==> src/rtl/uart_bus_arbiter.sv <==
// Two-master round-robin arbiter driving a single-beat AHB-lite transfer to the UART bridge.
// Latency: grant N, address phase N+1, done at N+3 plus slave wait cycles; slave stalls via HREADY_i, bounded by TIMEOUT.
module uart_bus_arbiter #(
  parameter int TIMEOUT = 255
) (
  input  logic        clk_i,
  input  logic        rst_i,
  input  logic        m0_req_i,
  input  logic        m0_write_i,
  input  logic [31:0] m0_addr_i,
  input  logic [31:0] m0_wdata_i,
  output logic        m0_gnt_o,
  output logic        m0_done_o,
  output logic        m0_err_o,
  output logic [31:0] m0_rdata_o,
  input  logic        m1_req_i,
  input  logic        m1_write_i,
  input  logic [31:0] m1_addr_i,
  input  logic [31:0] m1_wdata_i,
  output logic        m1_gnt_o,
  output logic        m1_done_o,
  output logic        m1_err_o,
  output logic [31:0] m1_rdata_o,
  output logic        HSEL_o,
  output logic [1:0]  HTRANS_o,
  output logic        HWRITE_o,
  output logic [31:0] HADDR_o,
  output logic [31:0] HWDATA_o,
  output logic [2:0]  HSIZE_o,
  input  logic        HREADY_i,
  input  logic [1:0]  HRESP_i,
  input  logic [31:0] HRDATA_i,
  output logic        busy_o,
  output logic        owner_o
);

  typedef enum logic [1:0] {IDLE, ADDR, DATA, RESP} state_t;

  localparam logic [7:0] WAIT_LAST = 8'(TIMEOUT - 1);

  state_t      state_q, state_d;
  logic        owner_q;
  logic        write_q;
  logic [31:0] addr_q;
  logic [31:0] wdata_q;
  logic [31:0] rdata_q;
  logic        err_q;
  logic [7:0]  wait_q;
  logic        grant_vld;
  logic        grant_m1;
  logic        timeout_hit;

  assign timeout_hit = (wait_q == WAIT_LAST);

  always_comb begin
    state_d   = state_q;
    grant_vld = 1'b0;
    grant_m1  = 1'b0;
    HSEL_o    = 1'b0;
    HTRANS_o  = 2'b00;
    busy_o    = 1'b1;
    case (state_q)
      IDLE: begin
        busy_o = 1'b0;
        if (m0_req_i || m1_req_i) begin
          grant_vld = 1'b1;
          // On contention the master that did not win last time goes first.
          grant_m1  = (m0_req_i && m1_req_i) ? ~owner_q : m1_req_i;
          state_d   = ADDR;
        end
      end
      ADDR: begin
        HSEL_o   = 1'b1;
        HTRANS_o = 2'b10;
        state_d  = DATA;
      end
      DATA: begin
        if (HREADY_i || timeout_hit) state_d = RESP;
      end
      RESP: state_d = IDLE;
      default: state_d = IDLE;
    endcase
  end

  assign m0_gnt_o = grant_vld && !grant_m1 && !rst_i;
  assign m1_gnt_o = grant_vld &&  grant_m1 && !rst_i;

  always_ff @(posedge clk_i) begin
    if (rst_i) begin
      state_q <= IDLE;
      owner_q <= 1'b1;
      write_q <= 1'b0;
      addr_q  <= 32'h0;
      wdata_q <= 32'h0;
      rdata_q <= 32'h0;
      err_q   <= 1'b0;
      wait_q  <= 8'h0;
    end else begin
      state_q <= state_d;
      case (state_q)
        IDLE: begin
          if (grant_vld) begin
            owner_q <= grant_m1;
            write_q <= grant_m1 ? m1_write_i : m0_write_i;
            addr_q  <= grant_m1 ? m1_addr_i  : m0_addr_i;
            wdata_q <= grant_m1 ? m1_wdata_i : m0_wdata_i;
          end
        end
        ADDR: wait_q <= 8'h0;
        DATA: begin
          if (HREADY_i) begin
            rdata_q <= HRDATA_i;
            err_q   <= |HRESP_i;
          end else begin
            wait_q <= wait_q + 8'h1;
            if (timeout_hit) begin
              rdata_q <= 32'h0;
              err_q   <= 1'b1;
            end
          end
        end
        default: ;
      endcase
    end
  end

  assign HWRITE_o   = write_q;
  assign HADDR_o    = addr_q;
  assign HWDATA_o   = wdata_q;
  assign HSIZE_o    = 3'b000;
  assign owner_o    = owner_q;

  // Completion is only ever visible on the owning master's side.
  assign m0_done_o  = (state_q == RESP) && !owner_q;
  assign m1_done_o  = (state_q == RESP) &&  owner_q;
  assign m0_err_o   = m0_done_o && err_q;
  assign m1_err_o   = m1_done_o && err_q;
  assign m0_rdata_o = m0_done_o ? rdata_q : 32'h0;
  assign m1_rdata_o = m1_done_o ? rdata_q : 32'h0;

endmodule

==> config.mk <==
export PLATFORM = sky130hd
export DESIGN_NAME = uart_bus_arbiter
export DESIGN_NICKNAME = d
export VERILOG_FILES = /design/src/rtl/uart_bus_arbiter.sv
export SDC_FILE = /design/constraint.sdc
export NUM_CORES = 1
export LEC_CHECK = 0
export CELL_PAD_IN_SITES_DETAIL_PLACEMENT = 1
export CELL_PAD_IN_SITES_GLOBAL_PLACEMENT = 2
export CORE_MARGIN = 3
export CORE_UTILIZATION = 21
export DETAILED_ROUTE_END_ITERATION = 12
export PLACE_DENSITY = 0.88
export SYNTH_ARGS = -nofsm -noshare
export SYNTH_HDL_FRONTEND = slang
export SYNTH_SLANG_ARGS = --single-unit
==> constraint.sdc <==
create_clock -name clk_i -period 2.3 [get_ports clk_i]
set_clock_uncertainty 0.2 [all_clocks]
set_input_delay 0.46 -clock clk_i [delete_from_list [all_inputs] [get_ports clk_i]]
set_output_delay 0.46 -clock clk_i [all_outputs]
set_load 0.02 [all_outputs]
==> results.cfg <==
[status]
outcome = finished with violations
violations = setup timing

[power]
pwr-share-comb_pct = 51.1
switching_power_mw = 3.74
seq_power_share_pct = 30.4
power.static_leakage_nw = 3.57
power.density_nw_per_um2 = 944
clkPwrFrac_pct = 18.4
ir_drop_mv = 0.412
p_int_mw = 5.35
p_sw_share_pct = 41.1

[global_routing]
grt_use_total_pct = 14.9
grt_antenna_before_repair = 1
first_global_vias = 6316
grt_max_degree = 110
grt_pass1_wl_mm = 34.9
overflow = 0

[timing]
drv_slew = 0
worst_slew_pin_slew_ns = 0.523
tns_ns = -0.0207
setup_viol = 4
period_needed_ns = 2.31
fin_ws_ns = -0.00640
clock.fmax_ghz = 0.434
fin_crit_sh_pct = 100
rsz0062_at_grt = yes
slew_headroom_pct = 65.2
final-hold-violation-count = 0

[layout]
syn_to_final_growth_pct = 68.2
final_layout_size_suffix_gt1_share_pct = 15.2
fin_cells = 1306
layout.nets = 1140
post-route-util_pct = 36.4
stdcell_area_um2 = 9620
nFillCells = 3085

[min_path]
hold_path_class = reg -> reg

[routing]
maxUsedRoutingLayer = met5
drc_errors = 0
drt-total-wl_mm = 23.0
wl_met3_mm = 2.05
drt_first_pass_iters = 7
vias_per_cell = 4.85
wl_met2_mm = 11.0
avgRoutedWirePerCell_um = 17.6
drt_iter0_drc = 279
ant_nets = 0
via_count = 6334
m1WireLength_mm = 9.68

[logic_synthesis]
synthCells = 693
async_flop_share_pct = 0
synth_top_area_cell = dfxtp_1
synth_area_per_cell_um2 = 8.25
synth.yosys.warnings = 0
synthTopCellsByArea = dfxtp_1 38%, o21ai_0 11%, or3b_1 10%
synth_area_um2 = 5720
post-synth-top-count-cell = o21ai_0
synth_cell_types = 40
synth_top_area_share_pct = 38.1
ys_seq_area_share_pct = 38.1
synth_edf_count = 0
ys.flop_type = dfxtp_1
ys_seq_elements = 109
synthTopCellsByCount = 131 x o21ai_0, 109 x dfxtp_1, 66 x a31oi_1

[die]
die_h_um = 171
io_pins = 312
fp.coreArea_um2 = 26400
die_w_um = 171
die_area_um2 = 29300
start_util_pct = 21.6
num_rows = 59

[placement]
io_buffers = 307
dp_cells = 1283
routabilityCongestion = 0.724
place.detailed.hpwl_mm = 16.5
placed_area_um2 = 9110

[critical_path]
cp_data_arrival_time_ns = 1.65
worstPathRequired_ns = 1.64
crit_family = buffers and inverters
critPathLaunchType = flop
slowest_delay_ns = 0.37
path_buf_inv = 3
cp_cell_sequence = ha_4 > and2b_4 > buf_12 > clkbuf_16 > and2_4 > buf_6
path_class = reg -> out
crit_slowest_cell = dfxtp_4
endpoint_kind = primary output
worstPathMaxFanout = 6

[clock_tree]
cts_inserted_buffers = 9
insertion_delay_ns = 0.35
cts_max_level = 3
clockRootBuffer = clkbuf_16
clock_sinks = 109
cts_tree = yes
clkTransAtPathRegs_ns = 0.08
cts_hold_buf = 0
clockBufferDepth = 2

[flow_run]
drv_cap = 0
==> repair_timing <==
action / in CTS / in global routing
setup buffers: 2 / 3
pin swaps: 0 / 4
gates resized for setup: 232 / 109
cloned: 1 / 1
setup endpoints to repair: 73 / 65
==> registers in the layout, summed over array words and instances (netlist names) <==
name / count
HADDR_o: 32
HWDATA_o: 32
HWRITE_o: 1
err_q: 1
owner_o: 1
rdata_q: 32
state_q: 2
wait_q: 8
==> cells in the final DEF (no fill, tap or decap), drive strengths merged, types with 2 or more instances in the layout <==
cell type	Yosys	final
clkdlybuf4s50	0	231
o21ai	131	131
dfxtp	109	109
buf	30	71
a31oi	66	66
or3b	66	66
a21oi	38	38
and3	37	37
nand2	37	37
and2	36	36
a311oi	33	33
clkdlybuf4s15	0	25
clkbuf	55	18
inv	7	11
dlygate4sd2	0	6
ha	6	6
nand2b	5	5
nand3	5	5
nor2	4	4
nor3	4	4
conb	1	4
nand4	3	3
nor2b	2	2
mux2	2	2
o211ai	2	2
or3	2	2
a211o	2	2
==> layer usage <==
metal  GRT usage (%)  up-vias
li1                -     3121
met1            17.4     2953
met2            25.7      240
met3            5.41       18
met4            4.34        2
met5               0        -
==> cell families after synthesis <==
kind of cell	share of synthesized area, %
AO/OA/AOI/OAI	28.5
adder cells (fa/ha/maj)	1.31
buffers and inverters	8.07
flip-flops	38.1
multiplexers	0.569
other	0.0656
AND/OR/NAND/NOR	23.4
==> per-stage QoR <==
stage	setup slack [ns]	hold slack (ns)	total power, mW
after CTS	-0.0869	0.315	9.18
after global routing	-0.0599	0.362	9.78
after detailed placement	-0.446	0.303	7.43
after floorplan	0.0750	0.267	5.30
final	-0.00640	0.313	9.09
after global placement	-0.485	0.288	7.33
==> layout make-up <==
class | instances | area (um2) | share of cell area (%)
multi-input cells | 495 | 3200 | 33.3
inverters | 7 | 26.3 | 0.273
repair buffers | 343 | 3480 | 36.1
clock inverters | 7 | 80.1 | 0.832
clock buffers | 9 | 225 | 2.34
diodes | 1 | 2.50 | 0.0260
flip-flops and latches | 109 | 2190 | 22.8
well taps | 335 | 419 | 4.36
==> path summary, 6_finish.rpt <==
path              cells past startpoint  startpoint              to  slack (ns)
setup / recovery                      6  state_q[0]  m0_rdata_o[25]      -0.006
hold / removal                        2   wait_q[6]       wait_q[6]        0.31
setup reg to reg                      8  state_q[0]       wait_q[1]        0.25
hold reg to reg                       2   wait_q[6]       wait_q[6]        0.31
==> tightest hold or removal path: stages (launching register included) <==
cell	delay (ns)
dfxtp_1	0.34
nand3_1	0.07
mux2i_1	0.06
==> power by group through the flow <==
stage	Sequential, mW	Clock [mW]	Combinational (mW)
6_report	2.77	1.68	4.65
5_1_grt	2.84	1.83	5.12
3_3_place_gp	2.75	0	4.58
4_1_cts	2.76	1.76	4.67
3_5_place_dp	2.78	0	4.65
2_1_floorplan	3.29	0	2.01
Power figures use the tool's default switching activity.
